<file path="src/rtl/mem_pkg.sv">
// Shared types and constants for the load/store access controller.
package mem_pkg;

  typedef enum logic [1:0] {
    ST_IDLE = 2'd0,
    ST_REQ  = 2'd1,
    ST_WAIT = 2'd2,
    ST_DONE = 2'd3
  } state_t;

  localparam logic [2:0] SZ_B  = 3'b000;
  localparam logic [2:0] SZ_H  = 3'b001;
  localparam logic [2:0] SZ_W  = 3'b010;
  localparam logic [2:0] SZ_BU = 3'b100;
  localparam logic [2:0] SZ_HU = 3'b101;

  localparam int TIMEOUT_DEFAULT = 255;

  function automatic logic is_misaligned(input logic [2:0] size, input logic [1:0] off);
    case (size)
      SZ_H, SZ_HU: return off[0];
      SZ_W:        return off != 2'b00;
      default:     return 1'b0;
    endcase
  endfunction

endpackage

</file>
<file path="src/rtl/mem_lane_fmt.sv">
// Byte-lane formatting: store mask and data replication, load extraction and extension.
module mem_lane_fmt
  import mem_pkg::*;
(
  input  logic [2:0]  size,
  input  logic [1:0]  off,
  input  logic [31:0] wdata,
  input  logic [31:0] rdata,
  output logic [3:0]  mask,
  output logic [31:0] wdata_rep,
  output logic [31:0] rdata_ext
);

  logic [7:0]  byte_sel;
  logic [15:0] half_sel;

  always_comb begin
    case (off)
      2'd0:    byte_sel = rdata[7:0];
      2'd1:    byte_sel = rdata[15:8];
      2'd2:    byte_sel = rdata[23:16];
      default: byte_sel = rdata[31:24];
    endcase
    // Halfword lanes look only at off[1], so an odd offset falls back to its aligned half.
    half_sel  = off[1] ? rdata[31:16] : rdata[15:0];
    mask      = 4'b0000;
    wdata_rep = '0;
    rdata_ext = '0;
    case (size)
      SZ_B: begin
        mask      = 4'b0001 << off;
        wdata_rep = {4{wdata[7:0]}};
        rdata_ext = {{24{byte_sel[7]}}, byte_sel};
      end
      SZ_H: begin
        mask      = 4'b0011 << {off[1], 1'b0};
        wdata_rep = {2{wdata[15:0]}};
        rdata_ext = {{16{half_sel[15]}}, half_sel};
      end
      SZ_W: begin
        mask      = 4'b1111;
        wdata_rep = wdata;
        rdata_ext = rdata;
      end
      SZ_BU:   rdata_ext = {24'b0, byte_sel};
      SZ_HU:   rdata_ext = {16'b0, half_sel};
      default: ;
    endcase
  end

endmodule

</file>
<file path="src/rtl/mem_access_ctrl.sv">
// Single-outstanding load/store controller with timeout; MEM_MISALIGN_TRAP_EN makes
// misaligned halfword/word accesses complete immediately with an error.
module mem_access_ctrl
  import mem_pkg::*;
#(
  parameter int TIMEOUT = TIMEOUT_DEFAULT
) (
  input  logic        i_clk,
  input  logic        i_rst,
  input  logic        i_req_ren,
  input  logic        i_req_wen,
  input  logic [2:0]  i_req_size,
  input  logic [31:0] i_req_addr,
  input  logic [31:0] i_req_wdata,
  output logic        o_stall,
  output logic        o_done,
  output logic [31:0] o_rdata,
  output logic        o_err,
  output logic        o_mem_req,
  output logic        o_mem_we,
  output logic [31:0] o_mem_addr,
  output logic [31:0] o_mem_wdata,
  output logic [3:0]  o_mem_mask,
  input  logic        i_mem_gnt,
  input  logic        i_mem_rvalid,
  input  logic [31:0] i_mem_rdata,
  output logic [1:0]  o_dbg_state
);

  // Memory handshake: o_mem_req holds with stable addr/data until a cycle with i_mem_gnt=1;
  // a load then waits for the first i_mem_rvalid=1 in a later cycle (never the grant cycle).

  localparam logic [7:0] TO_LAST = 8'(TIMEOUT - 1);

  state_t      state, state_nx;
  logic        we_q;
  logic [2:0]  size_q;
  logic [31:0] addr_q, wdata_q, rdata_q;
  logic        err_q;
  logic [7:0]  cnt;
  logic        req_in, misalign_in, timeout_hit;
  logic [3:0]  fmt_mask;
  logic [31:0] fmt_wdata, fmt_rdata;

  assign req_in      = i_req_ren | i_req_wen;
  // cnt reads 0 in the first REQ cycle, so this is the TIMEOUT-th REQ/WAIT cycle.
  assign timeout_hit = (cnt == TO_LAST);

`ifdef MEM_MISALIGN_TRAP_EN
  assign misalign_in = is_misaligned(i_req_size, i_req_addr[1:0]);
`else
  assign misalign_in = 1'b0;
`endif

  mem_lane_fmt u_fmt (
    .size      (size_q),
    .off       (addr_q[1:0]),
    .wdata     (wdata_q),
    .rdata     (i_mem_rdata),
    .mask      (fmt_mask),
    .wdata_rep (fmt_wdata),
    .rdata_ext (fmt_rdata)
  );

  always_comb begin
    state_nx = state;
    case (state)
      ST_IDLE: if (req_in) state_nx = misalign_in ? ST_DONE : ST_REQ;
      ST_REQ: begin
        if (i_mem_gnt)        state_nx = we_q ? ST_DONE : ST_WAIT;
        else if (timeout_hit) state_nx = ST_DONE;
      end
      ST_WAIT: if (i_mem_rvalid || timeout_hit) state_nx = ST_DONE;
      default: state_nx = ST_IDLE;
    endcase
  end

  always_ff @(posedge i_clk or posedge i_rst) begin
    if (i_rst) begin
      state   <= ST_IDLE;
      we_q    <= 1'b0;
      size_q  <= '0;
      addr_q  <= '0;
      wdata_q <= '0;
      rdata_q <= '0;
      err_q   <= 1'b0;
      cnt     <= '0;
    end else begin
      state <= state_nx;
      case (state)
        ST_IDLE: if (req_in) begin
          we_q    <= i_req_wen;
          size_q  <= i_req_size;
          addr_q  <= i_req_addr;
          wdata_q <= i_req_wdata;
          rdata_q <= '0;
          err_q   <= misalign_in;
          cnt     <= '0;
        end
        ST_REQ, ST_WAIT: begin
          cnt <= cnt + 8'd1;
          if (state == ST_WAIT && i_mem_rvalid) begin
            rdata_q <= fmt_rdata;
          end else if (timeout_hit && !(state == ST_REQ && i_mem_gnt)) begin
            err_q   <= 1'b1;
            rdata_q <= '0;
          end
        end
        default: cnt <= '0;
      endcase
    end
  end

  assign o_stall     = ~i_rst & ((state == ST_IDLE && req_in) || state == ST_REQ || state == ST_WAIT);
  assign o_done      = (state == ST_DONE);
  assign o_rdata     = o_done ? rdata_q : '0;
  assign o_err       = o_done & err_q;
  assign o_mem_req   = (state == ST_REQ);
  assign o_mem_we    = o_mem_req & we_q;
  assign o_mem_addr  = o_mem_req ? {addr_q[31:2], 2'b00} : '0;
  assign o_mem_wdata = o_mem_we ? fmt_wdata : '0;
  assign o_mem_mask  = o_mem_we ? fmt_mask : 4'b0000;
  assign o_dbg_state = state;

endmodule

</file>
<file path="config.mk">
export PLATFORM = sky130hd
export DESIGN_NAME = mem_access_ctrl
export DESIGN_NICKNAME = d
export VERILOG_FILES = /design/src/rtl/mem_pkg.sv /design/src/rtl/mem_lane_fmt.sv /design/src/rtl/mem_access_ctrl.sv
export SDC_FILE = /design/constraint.sdc
export NUM_CORES = 1
export LEC_CHECK = 0
export ABC_AREA = 0
export CORE_MARGIN = 2
export CORE_UTILIZATION = 45
export CTS_CLUSTER_DIAMETER = 50
export DETAILED_ROUTE_END_ITERATION = 10
export PLACE_DENSITY_LB_ADDON = 0.2
export SLEW_MARGIN = 40
export SYNTH_ARGS = -nofsm -noshare
export SYNTH_HDL_FRONTEND = slang
export SYNTH_SLANG_ARGS = --single-unit
</file>
<file path="constraint.sdc">
create_clock -name i_clk -period 4.8 [get_ports i_clk]
set_input_delay 1.44 -clock i_clk [delete_from_list [all_inputs] [get_ports i_clk]]
set_output_delay 1.44 -clock i_clk [all_outputs]
set_load 0.03 [all_outputs]
</file>
==> flow_metrics.py <==
metrics = {
    "yosys": {
        "syn-cell-area_sq_um": 6050,
        "yosysTopAreaCellShare": 0.459,
        "yosys_warnings": 0,
        "ys_seq_elements": 111,
        "postSynthCellCount": 557,
        "yosysTopAreaCell": "dfrtp_1",
        "async_reset_ff_frac": 1.00,
        "synth_cell_type_count": 51,
        "ys.flop_type": "dfrtp_1",
        "synth_edf_count": 0,
        "ys_top_cells_by_area": "dfrtp_1, mux2_2, and2_1",
        "syn_area_per_cell_sq_um": 10.9,
        "seq_area_frac_synth": 0.459,
    },
    "timing": {
        "fmax_mhz": 225,
        "clock_skew_ps": 5.01,
        "setup_viol": 0,
        "fin_crit_ps": 4440,
        "final.setup.worst_slack_ps": 360,
        "finalSetupTns_ps": 0,
        "drv_slew": 0,
        "rsz0062_at_grt": "false",
        "timing.final.crit_share": 0.925,
        "worst_hold_slack_ps": 483,
        "maxSlewHeadroom": 0.509,
        "tightest_slew_ps": 734,
        "hold_viol_final": 0,
    },
    "placement": {
        "preCtsSetupSlack_ps": 394,
        "gp_congestion": 0.845,
        "place_area_sq_um": 8260,
        "placed_cells": 911,
        "io_buffers": 209,
        "hpwl_um": 11800,
    },
    "detailed_routing": {
        "routed_wl_um": 16800,
        "wl_per_cell_um": 18.1,
        "ant_nets": 0,
        "vias_per_cell": 5.43,
        "drt_iter0_drc": 517,
        "vias": 5043,
        "dr.pass1.iters": 7,
        "drc": 0,
    },
    "critical_path": {
        "crit_start": "i_req_wen",
        "crit_top_cell": "clkdlybuf4s50_1",
        "rr_endpoint": "rdata_q[1]$_DFFE_PP0P_",
        "worst_setup_path_end_kind": "primary output",
        "r2r_setup_slack_ps": 2210,
        "reg2reg_from": "size_q[0]$_DFFE_PP0P_",
        "cpMaxStageDelayCell": "clkdlybuf4s50_1",
        "crit_cells": 4,
        "cp_max_fo": 3,
        "critPathLaunchType": "input pin",
        "arrival_ps": 3000,
        "required_ps": 3360,
        "ff2ff_path_depth": 5,
        "cp_top_family": "buffers and inverters",
        "max_stage_delay_ps": 710,
        "crit_chain": "clkdlybuf4s50_1, o21ai_4, a31oi_1, clkdlybuf4s50_1",
        "path_buf_inv": 2,
        "endpoint": "o_stall",
        "crit_type": "input pin to primary output",
    },
    "power_and_ir_drop": {
        "p_int_mw": 3.12,
        "seqPwrFrac": 0.310,
        "swShare": 0.415,
        "clkPwrFrac": 0.163,
        "power.density_nw_per_um2": 618,
        "p_switching_mw": 2.21,
        "power_mw": 5.34,
        "comb_power_share": 0.527,
        "p_leak_nw": 3.47,
        "ir_drop_uv": 302,
    },
    "floorplan": {
        "core_area_sq_um": 13200,
        "rows": 42,
        "start_util": 0.459,
        "fp.dieH_um": 120,
        "boundaryPins": 212,
        "die_w_um": 120,
        "die-area_sq_um": 14400,
    },
    "clock_tree": {
        "clock-root-buffer": "clkbuf_16",
        "cts.hold.buffers_added": 0,
        "tritoncts": "yes",
        "cts_made_buffers": 9,
        "clock-sinks": 111,
        "cts-resized-gates": 0,
        "cts_setup_buffers": 0,
        "clkLatencyLatePin_ps": 350,
        "clockBufferDepth": 2,
        "htreeDepth": 3,
        "clk_pin_slew_worst_paths_ps": 70,
    },
    "finish": {
        "drive_above_1_share": 0.180,
        "final_cells": 928,
        "utilization": 0.654,
        "n_antenna_cell": 0,
        "area_growth_pct": 42.7,
        "final_cell_area_sq_um": 8630,
        "nets": 858,
    },
    "flow_run": {
        "drv_cap": 0,
    },
    "global_routing": {
        "antenna_found_initial": 0,
        "grt_pass1_vias": 5202,
        "grt_max_degree": 69,
        "grt_pass1_wl_um": 26900,
        "grt_use_total": 0.237,
        "grt-ovfl-total": 0,
    },
    "min_path": {
        "hold_class": "register to register",
    },
    "status": {
        "status": "complete, no violations",
    },
}
==> state kept, by name, summed over array words and instances, names as in the netlist <==
| signal | cells |
|---|---|
| addr_q | 32 |
| cnt | 8 |
| err_q | 1 |
| o_dbg_state | 2 |
| rdata_q | 32 |
| size_q | 3 |
| wdata_q | 32 |
| we_q | 1 |
==> Yosys cell counts (4+ instances only) <==
master and number:
buf_2 10, nand2b_1 4, nand2_1 17, a222oi_1 7, a221oi_2 5, o21ai_0 9
o2bb2ai_1 22, a21oi_1 63, o31ai_1 4, o2bb2ai_2 10, mux2_2 59, dfrtp_1 111
inv_1 7, clkbuf_1 24, mux4_2 8, buf_4 5, mux2_1 8, nor2_1 49
and2_1 73, nor2b_1 10, ha_1 6
==> cells in the final DEF (no fill, tap or decap), drive strengths merged, types with 2 or more instances in the layout <==
cell type      instances
a31oi                  3
mux4                   9
inv                   10
a222oi                 7
o311ai                 2
nand2                 17
nand3                  3
mux2                  68
buf                   24
clkinv                 3
nor2b                 10
dfrtp                111
a21o                   3
o2bb2ai               32
nand2b                 4
nand4                  2
nor2                  51
bufinv                 3
clkdlybuf4s50        197
o21ai                 12
a221oi                 8
conb                   2
a21oi                 63
nor3                   3
o31ai                  4
and2                  73
clkbuf                 9
ha                     6
==> how the worst min path moves through the flow <==
stage                                   end  cells past startpoint                    start  slack, ps
global route        rdata_q[26]$_DFFE_PP0P_                      1  rdata_q[26]$_DFFE_PP0P_        490
finish              rdata_q[27]$_DFFE_PP0P_                      1  rdata_q[27]$_DFFE_PP0P_        480
detailed placement  rdata_q[31]$_DFFE_PP0P_                      1  rdata_q[31]$_DFFE_PP0P_        470
CTS                  rdata_q[8]$_DFFE_PP0P_                      1   rdata_q[8]$_DFFE_PP0P_        490
global placement    rdata_q[15]$_DFFE_PP0P_                      1  rdata_q[15]$_DFFE_PP0P_        460
floorplan            rdata_q[0]$_DFFE_PP0P_                      1   rdata_q[0]$_DFFE_PP0P_        450
==> cell families (layout without fill, tap and decap cells) <==
family,count (synthesis),in the layout,synth area share
adder cells (fa/ha/maj),6,6,0.0124
other,1,2,0.000620
AND/OR/NAND/NOR,167,167,0.148
buffers and inverters,53,247,0.0418
flip-flops,111,111,0.459
AO/OA/AOI/OAI,141,141,0.175
multiplexers,78,78,0.163
==> metal layers <==
layer | routed length, um | global-route usage | up-vias | share of wire
li1 | - | - | 2370 | -
met1 | 7200 | 0.309 | 2462 | 0.43
met2 | 8160 | 0.389 | 194 | 0.49
met3 | 1150 | 0.0575 | 17 | 0.069
met4 | 238 | 0.0743 | 0 | 0.014
met5 | 0 | 0 | - | 0
==> power by group through the flow <==
| stage | combinational [mW] | clock (mW) | sequential, mW |
|---|---|---|---|
| 5_1_grt | 3.04 | 0.926 | 1.72 |
| 6_report | 2.81 | 0.870 | 1.65 |
| 3_5_place_dp | 2.81 | 0 | 1.67 |
| 4_1_cts | 2.82 | 0.888 | 1.66 |
| 3_3_place_gp | 2.68 | 0 | 1.65 |
| 2_1_floorplan | 2.06 | 0 | 1.53 |
==> area by class of cell <==
| type | instances | area, sq um |
|---|---|---|
| Multi-Input combinational cell | 394 | 3050 |
| Fill cell | 1050 | 4560 |
| Timing Repair Buffer | 221 | 2200 |
| Sequential cell | 111 | 2780 |
| Tap cell | 176 | 220 |
| Inverter | 10 | 40.0 |
| Clock buffer | 9 | 225 |
| Clock inverter | 7 | 120 |
Note: power is estimated with default switching activity, not from simulation.
